===== src/rtl/ofdm_pkg.sv =====
// Shared OFDM constants and the cyclic-prefix FSM state encoding.
// Used by the TX prefix inserter and the RX prefix-removal stage.
package ofdm_pkg;

  localparam int unsigned DATA_W_DEF     = 32;
  localparam int unsigned SYMBOL_LEN_DEF = 32;
  localparam int unsigned CP_LEN_DEF     = 4;

  typedef enum logic [1:0] {
    StFill,
    StEmitCp,
    StEmitSym
  } cp_state_e;

endpackage


===== src/rtl/ofdm_symbol_ram.sv =====
// One-symbol sample buffer: DEPTH x DATA_W words.
// Ports:
//   clk    clock, write on rising edge
//   we     write enable
//   waddr  write address
//   wdata  write data
//   raddr  read address
//   rdata  asynchronous read data for raddr
module ofdm_symbol_ram
  import ofdm_pkg::*;
#(
  parameter int unsigned DATA_W = DATA_W_DEF,
  parameter int unsigned DEPTH  = SYMBOL_LEN_DEF,
  parameter int unsigned AW     = $clog2(DEPTH)
) (
  input  logic              clk,
  input  logic              we,
  input  logic [AW-1:0]     waddr,
  input  logic [DATA_W-1:0] wdata,
  input  logic [AW-1:0]     raddr,
  output logic [DATA_W-1:0] rdata
);

  logic [DATA_W-1:0] mem [DEPTH];

  always_ff @(posedge clk) begin
    if (we) begin
      mem[waddr] <= wdata;
    end
  end

  assign rdata = mem[raddr];

endmodule


===== src/rtl/ofdm_prefix_insert.sv =====
// TX cyclic-prefix inserter. Buffers one OFDM symbol from the Avalon-ST sink and
// emits it as one packet: the last CP_LEN words, then all SYMBOL_LEN words.
// Ports:
//   clock_clk, reset_reset          clock, asynchronous active-high reset
//   asi_in0_*                       Avalon-ST sink (data/valid/ready/sop/eop)
//   aso_out0_*                      Avalon-ST source (data/valid/ready/sop/eop)
//   drop_pulse                      one-cycle pulse when a malformed symbol is discarded
module ofdm_prefix_insert
  import ofdm_pkg::*;
#(
  parameter int unsigned DATA_W     = DATA_W_DEF,
  parameter int unsigned SYMBOL_LEN = SYMBOL_LEN_DEF,
  parameter int unsigned CP_LEN     = CP_LEN_DEF
) (
  input  logic              clock_clk,
  input  logic              reset_reset,
  input  logic [DATA_W-1:0] asi_in0_data,
  input  logic              asi_in0_valid,
  output logic              asi_in0_ready,
  input  logic              asi_in0_startofpacket,
  input  logic              asi_in0_endofpacket,
  output logic [DATA_W-1:0] aso_out0_data,
  output logic              aso_out0_valid,
  input  logic              aso_out0_ready,
  output logic              aso_out0_startofpacket,
  output logic              aso_out0_endofpacket,
  output logic              drop_pulse
);

  localparam int unsigned IW = $clog2(SYMBOL_LEN);
  localparam logic [IW-1:0] LAST_IDX = IW'(SYMBOL_LEN - 1);
  localparam logic [IW-1:0] CP_START = IW'(SYMBOL_LEN - CP_LEN);

  cp_state_e         state_q, state_d;
  logic [IW-1:0]     wr_idx_q, wr_idx_d;
  logic [IW-1:0]     rd_idx_q, rd_idx_d;
  logic              have_sop_q, have_sop_d;
  logic [DATA_W-1:0] out_data_q, out_data_d;
  logic              out_valid_q, out_valid_d;
  logic              out_sop_q, out_sop_d;
  logic              out_eop_q, out_eop_d;
  logic              drop_q, drop_d;

  logic              ram_we;
  logic [IW-1:0]     ram_waddr;
  logic [IW-1:0]     ram_raddr;
  logic [DATA_W-1:0] ram_rdata;
  logic              out_accept;
  logic [IW-1:0]     rd_next;

  ofdm_symbol_ram #(
    .DATA_W (DATA_W),
    .DEPTH  (SYMBOL_LEN),
    .AW     (IW)
  ) u_ram (
    .clk   (clock_clk),
    .we    (ram_we),
    .waddr (ram_waddr),
    .wdata (asi_in0_data),
    .raddr (ram_raddr),
    .rdata (ram_rdata)
  );

  assign out_accept = out_valid_q && aso_out0_ready;
  // Index of the word after the one on the output; leaving EMIT_CP restarts at 0.
  assign rd_next    = (rd_idx_q == LAST_IDX) ? '0 : rd_idx_q + IW'(1);

  always_comb begin
    state_d     = state_q;
    wr_idx_d    = wr_idx_q;
    rd_idx_d    = rd_idx_q;
    have_sop_d  = have_sop_q;
    out_data_d  = out_data_q;
    out_valid_d = out_valid_q;
    out_sop_d   = out_sop_q;
    out_eop_d   = out_eop_q;
    drop_d      = 1'b0;
    ram_we      = 1'b0;
    ram_waddr   = wr_idx_q;
    ram_raddr   = CP_START;

    unique case (state_q)
      StFill: begin
        if (asi_in0_valid) begin
          if (asi_in0_startofpacket && asi_in0_endofpacket) begin
            // A one-word symbol is never legal, so this is an early EOP.
            drop_d     = 1'b1;
            wr_idx_d   = '0;
            have_sop_d = 1'b0;
          end else if (asi_in0_startofpacket) begin
            ram_we     = 1'b1;
            ram_waddr  = '0;
            wr_idx_d   = IW'(1);
            have_sop_d = 1'b1;
            drop_d     = have_sop_q;
          end else if (have_sop_q) begin
            ram_we = 1'b1;
            if (wr_idx_q == LAST_IDX) begin
              // Preload the first CP word now so valid rises on the next cycle.
              // With CP_LEN=1 that word is the one being written this cycle.
              state_d     = StEmitCp;
              rd_idx_d    = CP_START;
              wr_idx_d    = '0;
              have_sop_d  = 1'b0;
              out_valid_d = 1'b1;
              out_sop_d   = 1'b1;
              out_eop_d   = 1'b0;
              out_data_d  = (CP_START == LAST_IDX) ? asi_in0_data : ram_rdata;
            end else if (asi_in0_endofpacket) begin
              ram_we     = 1'b0;
              drop_d     = 1'b1;
              wr_idx_d   = '0;
              have_sop_d = 1'b0;
            end else begin
              wr_idx_d = wr_idx_q + IW'(1);
            end
          end
        end
      end

      StEmitCp: begin
        ram_raddr = rd_next;
        if (out_accept) begin
          out_data_d = ram_rdata;
          out_sop_d  = 1'b0;
          out_eop_d  = 1'b0;
          rd_idx_d   = rd_next;
          if (rd_idx_q == LAST_IDX) begin
            state_d = StEmitSym;
          end
        end
      end

      StEmitSym: begin
        ram_raddr = rd_next;
        if (out_accept) begin
          if (rd_idx_q == LAST_IDX) begin
            state_d     = StFill;
            rd_idx_d    = '0;
            wr_idx_d    = '0;
            have_sop_d  = 1'b0;
            out_valid_d = 1'b0;
            out_data_d  = '0;
            out_sop_d   = 1'b0;
            out_eop_d   = 1'b0;
          end else begin
            rd_idx_d   = rd_next;
            out_data_d = ram_rdata;
            out_eop_d  = (rd_next == LAST_IDX);
          end
        end
      end

      default: state_d = StFill;
    endcase
  end

  always_ff @(posedge clock_clk or posedge reset_reset) begin
    if (reset_reset) begin
      state_q     <= StFill;
      wr_idx_q    <= '0;
      rd_idx_q    <= '0;
      have_sop_q  <= 1'b0;
      out_data_q  <= '0;
      out_valid_q <= 1'b0;
      out_sop_q   <= 1'b0;
      out_eop_q   <= 1'b0;
      drop_q      <= 1'b0;
    end else begin
      state_q     <= state_d;
      wr_idx_q    <= wr_idx_d;
      rd_idx_q    <= rd_idx_d;
      have_sop_q  <= have_sop_d;
      out_data_q  <= out_data_d;
      out_valid_q <= out_valid_d;
      out_sop_q   <= out_sop_d;
      out_eop_q   <= out_eop_d;
      drop_q      <= drop_d;
    end
  end

  assign asi_in0_ready          = (state_q == StFill);
  assign aso_out0_data          = out_data_q;
  assign aso_out0_valid         = out_valid_q;
  assign aso_out0_startofpacket = out_sop_q;
  assign aso_out0_endofpacket   = out_eop_q;
  assign drop_pulse             = drop_q;

endmodule


===== config.mk =====
export PLATFORM = sky130hd
export DESIGN_NAME = ofdm_prefix_insert
export DESIGN_NICKNAME = d
export VERILOG_FILES = /design/src/rtl/ofdm_pkg.sv /design/src/rtl/ofdm_symbol_ram.sv /design/src/rtl/ofdm_prefix_insert.sv
export SDC_FILE = /design/constraint.sdc
export NUM_CORES = 1
export LEC_CHECK = 0
export BUFFER_PORTS_ARGS = -buffer_cell sky130_fd_sc_hd__buf_2
export CAP_MARGIN = 10
export CORE_MARGIN = 2
export CORE_UTILIZATION = 55
export DETAILED_ROUTE_END_ITERATION = 6
export GPL_ROUTABILITY_DRIVEN = 0
export PLACE_DENSITY_LB_ADDON = 0.15
export RECOVER_POWER = 100
export SYNTH_ARGS = -nofsm -noshare
export SYNTH_HDL_FRONTEND = slang
export SYNTH_HIERARCHICAL = 1
export SYNTH_SLANG_ARGS = --single-unit

===== constraint.sdc =====
create_clock -name clock_clk -period 3.7 [get_ports clock_clk]
set_clock_uncertainty 0.2 [all_clocks]
set_input_delay 0.74 -clock clock_clk [delete_from_list [all_inputs] [get_ports clock_clk]]
set_output_delay 0.74 -clock clock_clk [all_outputs]
set_load 0.02 [all_outputs]

Word level (Yosys, flattened, before mapping)

Memories as Yosys holds them, arrays and structs flattened.
Index checks and enable logic that the tools add are counted.

Input port bits: 38
Output and inout bits: 37
Bits in writable memories: 1024
Register bits: 49
Memories: 1

$add $sub $neg: 2
Multiplexer cells: 83
Reduce and logical (&&, ||, !) cells: 12
Equality and inequality tests: 15

Memory list:

| name      | depth | bits a word | read ports | clocked after Yosys merged registers in | write ports | RTL line              | source |
|---|---|---|---|---|---|---|---|
| u_ram.mem | 32    | 32          | 1          | 0                                       | 1           | ofdm_symbol_ram.sv:24 | `logic [DATA_W-1:0] mem [DEPTH];` |

Operator list:

| cell                  | number |
|---|---|
| $mux W32              | 8 |
| $mux W5               | 22 |
| $pmux W32 S3          | 1 |
| $mux W1               | 36 |
| $mux W2               | 9 |
| $reduce_and A9 Y1     | 2 |
| $reduce_and A8 Y1     | 2 |
| $eq A5 B5 Y1 const B  | 3 |
| $pmux W5 S3           | 1 |
| $ne A2 B2 Y1 const B  | 7 |
| $add A5 B1 Y5 const B | 2 |
| $pmux W5 S2           | 1 |
| $pmux W1 S3           | 2 |
| $pmux W2 S3           | 1 |
| $reduce_and A5 Y1     | 1 |
| $ne A2 B1 Y1 const B  | 2 |
| $ne A4 B1 Y1 const B  | 1 |
| $pmux W1 S2           | 2 |
| $reduce_and A4 Y1     | 1 |
| $reduce_bool A3 Y1    | 1 |
| $eq A2 B1 Y1 const B  | 1 |
| $eq A2 B2 Y1 const B  | 1 |
| $logic_and A1 B1 Y1   | 2 |
| $logic_not A2 Y1      | 1 |
| other kinds (2)       | 2 |

Logic depth before layout (Yosys ltp)

Gate-level depths: netlist of the first run.
An unclocked memory read counts as a cell.

Depth after elaboration: 10
Gate-level depth with buffers: 15
Gate-level depth less buffers: 11

Cells and area by module

Netlist of the first run, hierarchy kept.

By module, submodules not included:

| module             | cells an instance | sequential area each (sq um) | times used | area each (sq um) |
|---|---|---|---|---|
| ofdm_symbol_ram    | 2228              | 30749.5                      | 1          | 39852.0 |
| ofdm_prefix_insert | 265               | 1226.2                       | 1          | 2407.3 |

Least setup slack after synthesis of the first run

Ideal clock, no wire load.

Path kind: flip-flop to flip-flop
Start: register wr_idx_q[0]
End: memory u_ram/mem[28][0] (netlist name) (enable)
Cell stages (with the launch flop): 9
Arrival time: 3436 ps
Period minus slack after synthesis: 4057 ps
Setup time: 421 ps
Slack: -357 ps
Path through: dfrtp_1 > ha_1 > and3_1 > ha_1 > nand2b_1 > a211oi_1 > or3b_2 > clkbuf_1 > nor2_1

Longest elaborated chain between the ends: 9
Elaborated cells on any way between the ends: 13

Ends and longest elaborated chain:

| item                          | RTL line                  | source |
|---|---|---|
| start, declared               | ofdm_prefix_insert.sv:35  | `logic [IW-1:0] wr_idx_q, wr_idx_d;` |
| start signal, assigned        | ofdm_prefix_insert.sv:171 | `wr_idx_q <= wr_idx_d;` |
| $eq A5 B5 Y1                  | ofdm_prefix_insert.sv:98  | `if (wr_idx_q == LAST_IDX) begin` |
| $mux W1                       | ofdm_prefix_insert.sv:98  |  |
| $mux W1                       | ofdm_prefix_insert.sv:96  | `end else if (have_sop_q) begin` |
| $mux W1                       | ofdm_prefix_insert.sv:90  | `end else if (asi_in0_startofpacket) begin` |
| $mux W1                       | ofdm_prefix_insert.sv:85  | `if (asi_in0_startofpacket && asi_in0_endofpacket) begin` |
| $mux W1                       | ofdm_prefix_insert.sv:84  | `if (asi_in0_valid) begin` |
| $mux W1                       | ofdm_prefix_insert.sv:82  | `unique case (state_q)` |
| net ram_we                    | ofdm_prefix_insert.sv:44  | `logic ram_we;` |
| $mux W1                       | ofdm_symbol_ram.sv:27     | `if (we) begin` |
| $mux W1 (implied by the code) | ofdm_symbol_ram.sv:28     | `mem[waddr] <= wdata;` |
| end, declared                 | ofdm_symbol_ram.sv:24     |  |

The timed path passes the listed nets, and every way through them passes these cells.

Final worst setup path of the first run

Start: register wr_idx_q[1]
End: memory u_ram/mem[28][18] (netlist name) (enable)

The elaborated chain is that of the path after synthesis.

==> results.txt, run 1 <==
- The run finished, with violations left.
- Violations in the final reports: max-capacitance violations, max-slew violations
* Maximum fanout count along the critical path: 18
- Boundary Pins: 75
- Number of cell rows: 101
* Wire length per cell: 28.5 um
- The finished cells cover 0.0483 mm2.
* Most used standard cells in the synthesized netlist: edfxtp_1, mux2i_1, nand2_1, a21oi_1, nand3_1
* Die boundary width: 281 um
- The worst register-to-register path begins at wr_idx_q[1].
* Max-slew violation count: 50
- Worst Path Class, Setup: flop to flop
- After detailed routing, the number of remaining DRC violations is 0.
- Post-CTS setup buffers: 0
- Sink count of the clock tree: 1073
- Measured against its own limit, the worst slew margin works out to -26.4%.
- Slew at the pin closest to its max-slew limit: 1.90 ns
- The die is 281 um tall.
* Ratio of cells with drive above 1 in the final layout: 12.4%
* Fraction of registers with async set/reset: 4.57%
* Wire length of the first global-routing pass: ~160 mm
- The placed instances occupy a cell area of 0.0457 mm2.
- The average instance in the mapped netlist occupies roughly 17 um2.
- Place WS: 0.120 ns
- Pin count of the biggest net entering global routing: 55
- Power after layout: about 25 mW
- The clock reaches the later pin of the worst-skew pair after between 0.6 and 0.7 ns.
- The worst-case IR drop observed on VDD is 0.401 mV.
- Max-capacitance violation count: 1
- The initial antenna violation count was 5.
- Final Cycle Share: 97.5%
* Router iterations before antenna repair: 5
- Buffers placed on the I/O ports in this run total 74.
* Clock tree from TritonCTS: yes
- The cell family contributing the most delay on the critical path is buffers and inverters.
* Cell types with the largest area share after synthesis: edfxtp_1, mux2i_1, dfrtp_1, a22oi_1, nand2_1
- Post-synth net total: 2539
- After clock tree synthesis, the clock-pin slew on the worst setup and hold paths is 0.06 ns.
- Startpoint class of the critical path: flop
- Count of H-tree levels built during CTS: 3
- Sum of routed wire length over all layers: 109 mm
* Sequence of cells on the critical path: ha_1 -> and3_1 -> ha_1 -> nand2b_1 -> a211oi_1 -> clkbuf_1 -> or3b_2 -> buf_12 -> nor2_2 -> clkbuf_4
- For the worst flop-to-flop path, the logic depth is 10.
- Counting flops with a built-in enable in the synthesized netlist gives 1024.
* Post-synthesis cell count: ~2500
* Hold depth: 3
* Slack of the critical path: 0.0930 ns
- In this run the most critical hold path is launched from asi_in0_valid.
* Final global-route overflow total: 0
- Data on the critical path arrives at its endpoint at 3.69 ns.
* Total die area: 0.0791 mm2
* Highest attainable clock frequency: 0.277 GHz
- Setup repair after global routing left no endpoint under its margin.
- Origin of the worst setup path: wr_idx_q[1]
* Required time at the worst-slack endpoint: ~3.8 ns
- Starting Density: 55.6%
- Library cell occupying the most area in the post-synthesis netlist: edfxtp_1
- Power density of the placed cells: between 500 and 600 mW/mm2
* Most numerous cell on the critical path: ha_1
- The first routing iteration left about 2500 violations.
* Delay of the slowest critical-path stage: around 0.52 ns
- The number of global-route vias before repair was 23043.
* Number of standard cells in the final layout excluding fillers: 3822
* Total number of nets in the final design: 2743
* Sequential element share of the synthesized area: 75.7%
- The clock passes through at most 3 buffers.
- In this run the worst hold path is classified as input pin to flop.
* Final setup violating endpoints: 0
- Prevailing post-synth register cell: edfxtp_1
* Total via count in the routed design: about 24000
- The total count of hold-check failures in the final report was 0.
- The top cell type by area accounts for 72.8% of the synthesized area.
- Cell with the most instances after synthesis: edfxtp_1
- From synthesis to final layout, the design area changed by 14.4%.
- In this run the remaining antenna-violating nets after routing total 0.
- Inst Count DP: 3618
- The cell sitting at the root of the clock tree is a clkbuf_16.
- FF+latch count, synth: 1073
- TritonCTS created 106 clock buffers.
- The clock period could shrink to 3.61 ns.
- Count of different cell masters after synthesis: 46
- Via density per instance: 6.15
- Counting both buffers and inverters, the worst setup path holds a total of 3.
* Element type at the critical path end: flop
* Number of cells on the critical path: 10
* Core area: 0.0759 mm2
- For this run, the number of Yosys warnings is 6.
- Post-detail-place hpwl: 62.5 mm
* Master of the slowest instance on the critical path: or3b_2
* Syn Std Cell Area: around 0.042 mm2
* Reported leakage power: 15.1 nW
* Combined global-route utilization of all metal layers: 27.8%
- The tightest hold path in the finished design has a slack of 0.174 ns.
## worst paths after layout
| check | slack (ns) | to |
|---|---|---|
| worst max-delay path | 0.09 | u_ram/mem[28][18] |
| worst min-delay path | 0.17 | drop_pulse |
| worst max register to register | 0.09 | u_ram/mem[28][18] |
| worst min register to register | 0.29 | aso_out0_data[25] |
| max in group asynchronous | 1.09 | aso_out0_data[17] |
| min in group asynchronous | 1.07 | state_q[1] |
## cell families after synthesis
logic type               share of synthesized area [%]
multiplexers                                      12.2
adder cells (fa/ha/maj)                          0.237
flip-flops                                        75.7
AO/OA/AOI/OAI                                     5.57
AND/OR/NAND/NOR                                   4.22
buffers and inverters                             2.09
XOR/XNOR                                        0.0415
## per-stage QoR
stage               utilization [%]  setup TNS (ns)
floorplan                         -         -124.77
finish                         63.7               0
detailed placement             60.2               0
CTS                            65.0               0
global placement               60.2               0
global route                   63.7               0
## layer usage
metal  wire, um  share of wire [%]  vias up  GRT usage (%)
met2      51600                 47     1032           44.0
met1      45600                 42    12092           40.2
met4       3010                2.8        2           9.04
met3       8500                7.8      178           3.82
li1           -                  -    10209              -
met5         13              0.012        -              0
## state kept, by name, summed over array words and instances, names as in the netlist
name	cells
u_ram/mem	1024
aso_out0_data	32
rd_idx_q	5
wr_idx_q	5
state_q	2
aso_out0_endofpacket	1
aso_out0_startofpacket	1
aso_out0_valid	1
drop_pulse	1
have_sop_q	1
## where the power goes
| group | internal (mW) | leakage (nW) | switching [mW] |
|---|---|---|---|
| sequential | 13.4 | 9.68 | 0.0355 |
| clock | 6.56 | 1.77 | 4.45 |
| combinational | 0.0840 | 3.60 | 0.328 |
| total | 20.1 | 15.1 | 4.81 |
## cell type report
cell class | count | area [um2]
Antenna cell | 3 | 7.51
Clock buffer | 147 | 2990
Clock inverter | 53 | 639
Fill cell | 5322 | 27600
Inverter | 5 | 18.8
Multi-Input combinational cell | 1273 | 9460
Sequential cell | 1073 | 32000
Tap cell | 1030 | 1290
Timing Repair Buffer | 238 | 1970
## placed cells by master (no fill, tap or decap), types with 11 or more instances in the layout
cell       synthesis  layout
clkbuf_1          47     103
nand2_1          180     178
buf_12             0      45
a22o_1            66      66
a22oi_1           96      96
clkinv_1           0      11
clkinv_2           0      19
clkbuf_2           0      28
a31oi_1           32      32
dfrtp_1           49      49
nor3_1            32      32
o21ai_1           33      20
bufinv_16          0      13
a21oi_1          103     103
edfxtp_1        1024    1024
buf_4             34      45
clkbuf_4           2      31
clkbuf_8           0      12
clkbuf_16          0     109
o21ai_0           12      26
nand3_1          101     101
nor2_1            40      33
mux2i_1          514     514
## worst register-to-register path, cell delays in order, from the launching register on
cell and delay [ns]:
dfrtp_1 0.41, ha_1 0.23, and3_1 0.17, ha_1 0.24, nand2b_1 0.08, a211oi_1 0.28
clkbuf_1 0.29, or3b_2 0.52, buf_12 0.17, nor2_2 0.16, clkbuf_4 0.48
## repair_timing
item                                    4_1_cts  5_1_grt
hold buffers                                  1        0
endpoints found under the setup margin        0        3
endpoints found under the hold margin        49        0
gates resized for setup                       0        1
No activity file was read; power rests on OpenSTA's default activity.
==> run 2, diff against run 1 <==
--- a/config.mk
+++ b/config.mk
@@ -11,6 +11,7 @@
 export CORE_UTILIZATION = 55
 export DETAILED_ROUTE_END_ITERATION = 6
 export GPL_ROUTABILITY_DRIVEN = 0
+export MAX_ROUTING_LAYER = met4
 export PLACE_DENSITY_LB_ADDON = 0.15
 export RECOVER_POWER = 100
 export SYNTH_ARGS = -nofsm -noshare
==> run 2 against run 1 <==
Effect of this change:
- the flow still finishes with violations (max-capacitance violations, max-slew violations)
- sequential cell count unchanged
- register-to-register slack about the same
- count of clock-buffer cells in the layout unchanged
- critical path type unchanged
- largest cell class unchanged
==> results.txt, run 2 (synthesized netlist as in run 1, its figures left out) <==
- Once detail routing completed, the nets flagged for antenna violations numbered 0.
* Boundary Pins: 75
- The worst path uses 97.5% of the clock period.
* Die Span Y: 281 um
- Of the total power, the clock network draws 44.3%.
- The tree built by TritonCTS fans out to about 1100 sinks.
- The core region is around 0.076 mm2.
- Wire length of the first global-routing pass: 157 mm
- Wire length per cell: 28.5 um
* Worst reg-to-reg path cell count: 10
* Total number of nets in the final design: 2743
- Max-slew violation count: 50
- Data on the critical path arrives at its endpoint at 3.69 ns.
- The number of setup buffers added after CTS is 0.
- u_ram/mem holds more flip-flops than any other register.
* Fraction of power consumed by combinational cells: between 1.5 and 2%
- Portion of total power attributed to sequential cells: 54.1%
- DR DRC count: 0
- STA classifies the critical path startpoint as a flop.
- The initial utilization of the core area, before any placement, comes to 55.6%.
- For this run, the top clock speed supported by timing is 0.277 GHz.
* Endpoint of the worst-slack reg-to-reg timing path: u_ram/mem[28][18]
- The library cell used most frequently in the layout, excluding fill and tap cells, is edfxtp_1.
- Final global-route overflow total: 0
- TritonCTS built the clock tree.
- The analysis attributes to cell leakage a power of 15.1 nW.
* Outcome: finished with violations
- The register with the most flip-flops in the layout has 1024 of them.
- Combined global-route utilization of all metal layers: 28.6%
* Final setup violating endpoints: 0
- CTS root buf: clkbuf_16
* Area added between synthesis and finish: 14.4%
* Power after layout: approximately 25 mW
* Slack of the critical path: 0.0939 ns
- Highest-count cells in the layout ignoring fill and taps: edfxtp_1, mux2i_1, nand2_1, clkbuf_16
- The layout has around 5300 filler cells.
* Setup repair after global routing missed its margin: false
- Number of buffers between clock root and the deepest sink: 3
* Worst Path Class, Setup: flop to flop
* Destination of the worst hold path: drop_pulse
* Worst min-delay path category: input pin to flop
- IR analysis of the VDD net gives a maximum drop of 0.399 mV.
* Switching power: 4.81 mW
- In the routed layout, each cell is associated on average with a via count of 6.17.
- Before CTS, the worst setup slack after placement is approximately 0.12 ns.
* Switching share of power: about a fifth
- Count of H-tree levels built during CTS: 3
* Vias in the first global route: 23013
* Initial antenna violation count: 4
* Number of buffers inserted during clock tree synthesis: 106
- Cell internal power dissipation: approximately 20 mW
- Hold is met by 0.173 ns.
- Crit Reg-Reg Startpoint: wr_idx_q[1]
- Sum of routed wire length over all layers: 109 mm
- The worst pin sits at a relative slew slack of -26.1%.
- Across the run, the number of max-cap violations was 1.
- Hold depth: 3
- Entering global routing, the biggest net connects 55 pins.
* Required time at the worst-slack endpoint: 3.79 ns
- Final worst path period need: 3.61 ns
* Violations in the final reports: max-capacitance violations, max-slew violations
* Hold Path Origin: asi_in0_valid
* Endpoints failing hold: 0
- Clock transition at the registers of the reported paths: 0.06 ns
* Die boundary width: 281 um
- Number of cell rows: 101
* Clk Latency, worst-skew pair: 0.66 ns
- Buffers placed on the I/O ports in this run total 74.
* Router iterations before antenna repair: 6
* Slew at the pin closest to its max-slew limit: 1.89 ns
- The first routing iteration left ~2600 violations.
* Element type at the critical path end: flop
- Post-detail-place hpwl: between 60 and 70 mm
* FF-to-FF setup slack: 0.09 ns
- Ratio of cells with drive above 1 in the final layout: 12.5%
* Maximum fanout count along the critical path: 18
- Total die area: 0.0791 mm2
- Power density of the placed cells: between 500 and 600 mW/mm2
- The routed layout has 23586 vias.
run 2: cell types whose count changed in the layout (fill, tap and decap cells not counted), sizes merged:
cell / delta
buf: -1
clkbuf: +1
diode: -1
run 2: how the worst max path moves through the flow:
| stage | from | to | slack, ns |
|---|---|---|---|
| after floorplan | wr_idx_q[0] | u_ram/mem[28][0] | -0.36 |
| after global placement | rd_idx_q[0] | aso_out0_data[5] | 0.24 |
| after detailed placement | rd_idx_q[0] | aso_out0_data[2] | 0.12 |
| after CTS | rd_idx_q[0] | aso_out0_data[2] | 0.11 |
| after global routing | rd_idx_q[0] | aso_out0_data[2] | 0.004 |
| final | wr_idx_q[1] | u_ram/mem[28][18] | 0.09 |
run 2: layer usage:
layer  routed length [um]  GRT usage [%]  vias up
met4                 2850           8.89        0
met2                51700           44.0     1041
met1                46100           40.3    12165
met3                 8190           3.65      182
met5                    0              -        -
li1                     -              -    10198
run 2: critical path, stage by stage, from the launching register on:
cell	delay, ns
dfrtp_1	0.40
ha_1	0.22
and3_1	0.17
ha_1	0.23
nand2b_1	0.08
a211oi_1	0.30
clkbuf_1	0.29
or3b_2	0.52
buf_12	0.16
nor2_2	0.15
clkbuf_4	0.49
run 2: final cells by class:
class	instances	area [um2]	area share, %
Sequential cell	1073	32000	66.1
Multi-Input combinational cell	1273	9460	19.6
Clock buffer	147	2990	6.19
Timing Repair Buffer	238	1960	4.06
Tap cell	1030	1290	2.67
Clock inverter	53	639	1.32
Inverter	5	18.8	0.0388
Antenna cell	2	5.00	0.0104
run 2: per-stage QoR:
step,area (um2),std cells,setup TNS [ns],util (%)
3_3_place_gp,45700,3618,0,60.2
6_report,48300,3821,0,63.6
4_1_cts,49300,3819,0,65.0
5_1_grt,48300,3821,0,63.6
3_5_place_dp,45700,3618,0,60.2
2_1_floorplan,42300,2493,-124.77,-
run 2: what timing repair did:
| action | in CTS | in global routing |
|---|---|---|
| setup endpoints to repair | 0 | 3 |
| endpoints found under the hold margin | 49 | 0 |
| hold buffers | 1 | 0 |
| gates resized for setup | 0 | 1 |
run 2: power groups by stage:
stage	sequential (mW)	combinational [mW]	clock, mW
final	13.5	0.413	11.0
after global routing	13.5	0.448	11.7
after CTS	13.4	0.450	11.2
after detailed placement	13.7	0.449	0
after global placement	13.7	0.430	0
after floorplan	13.7	0.118	0
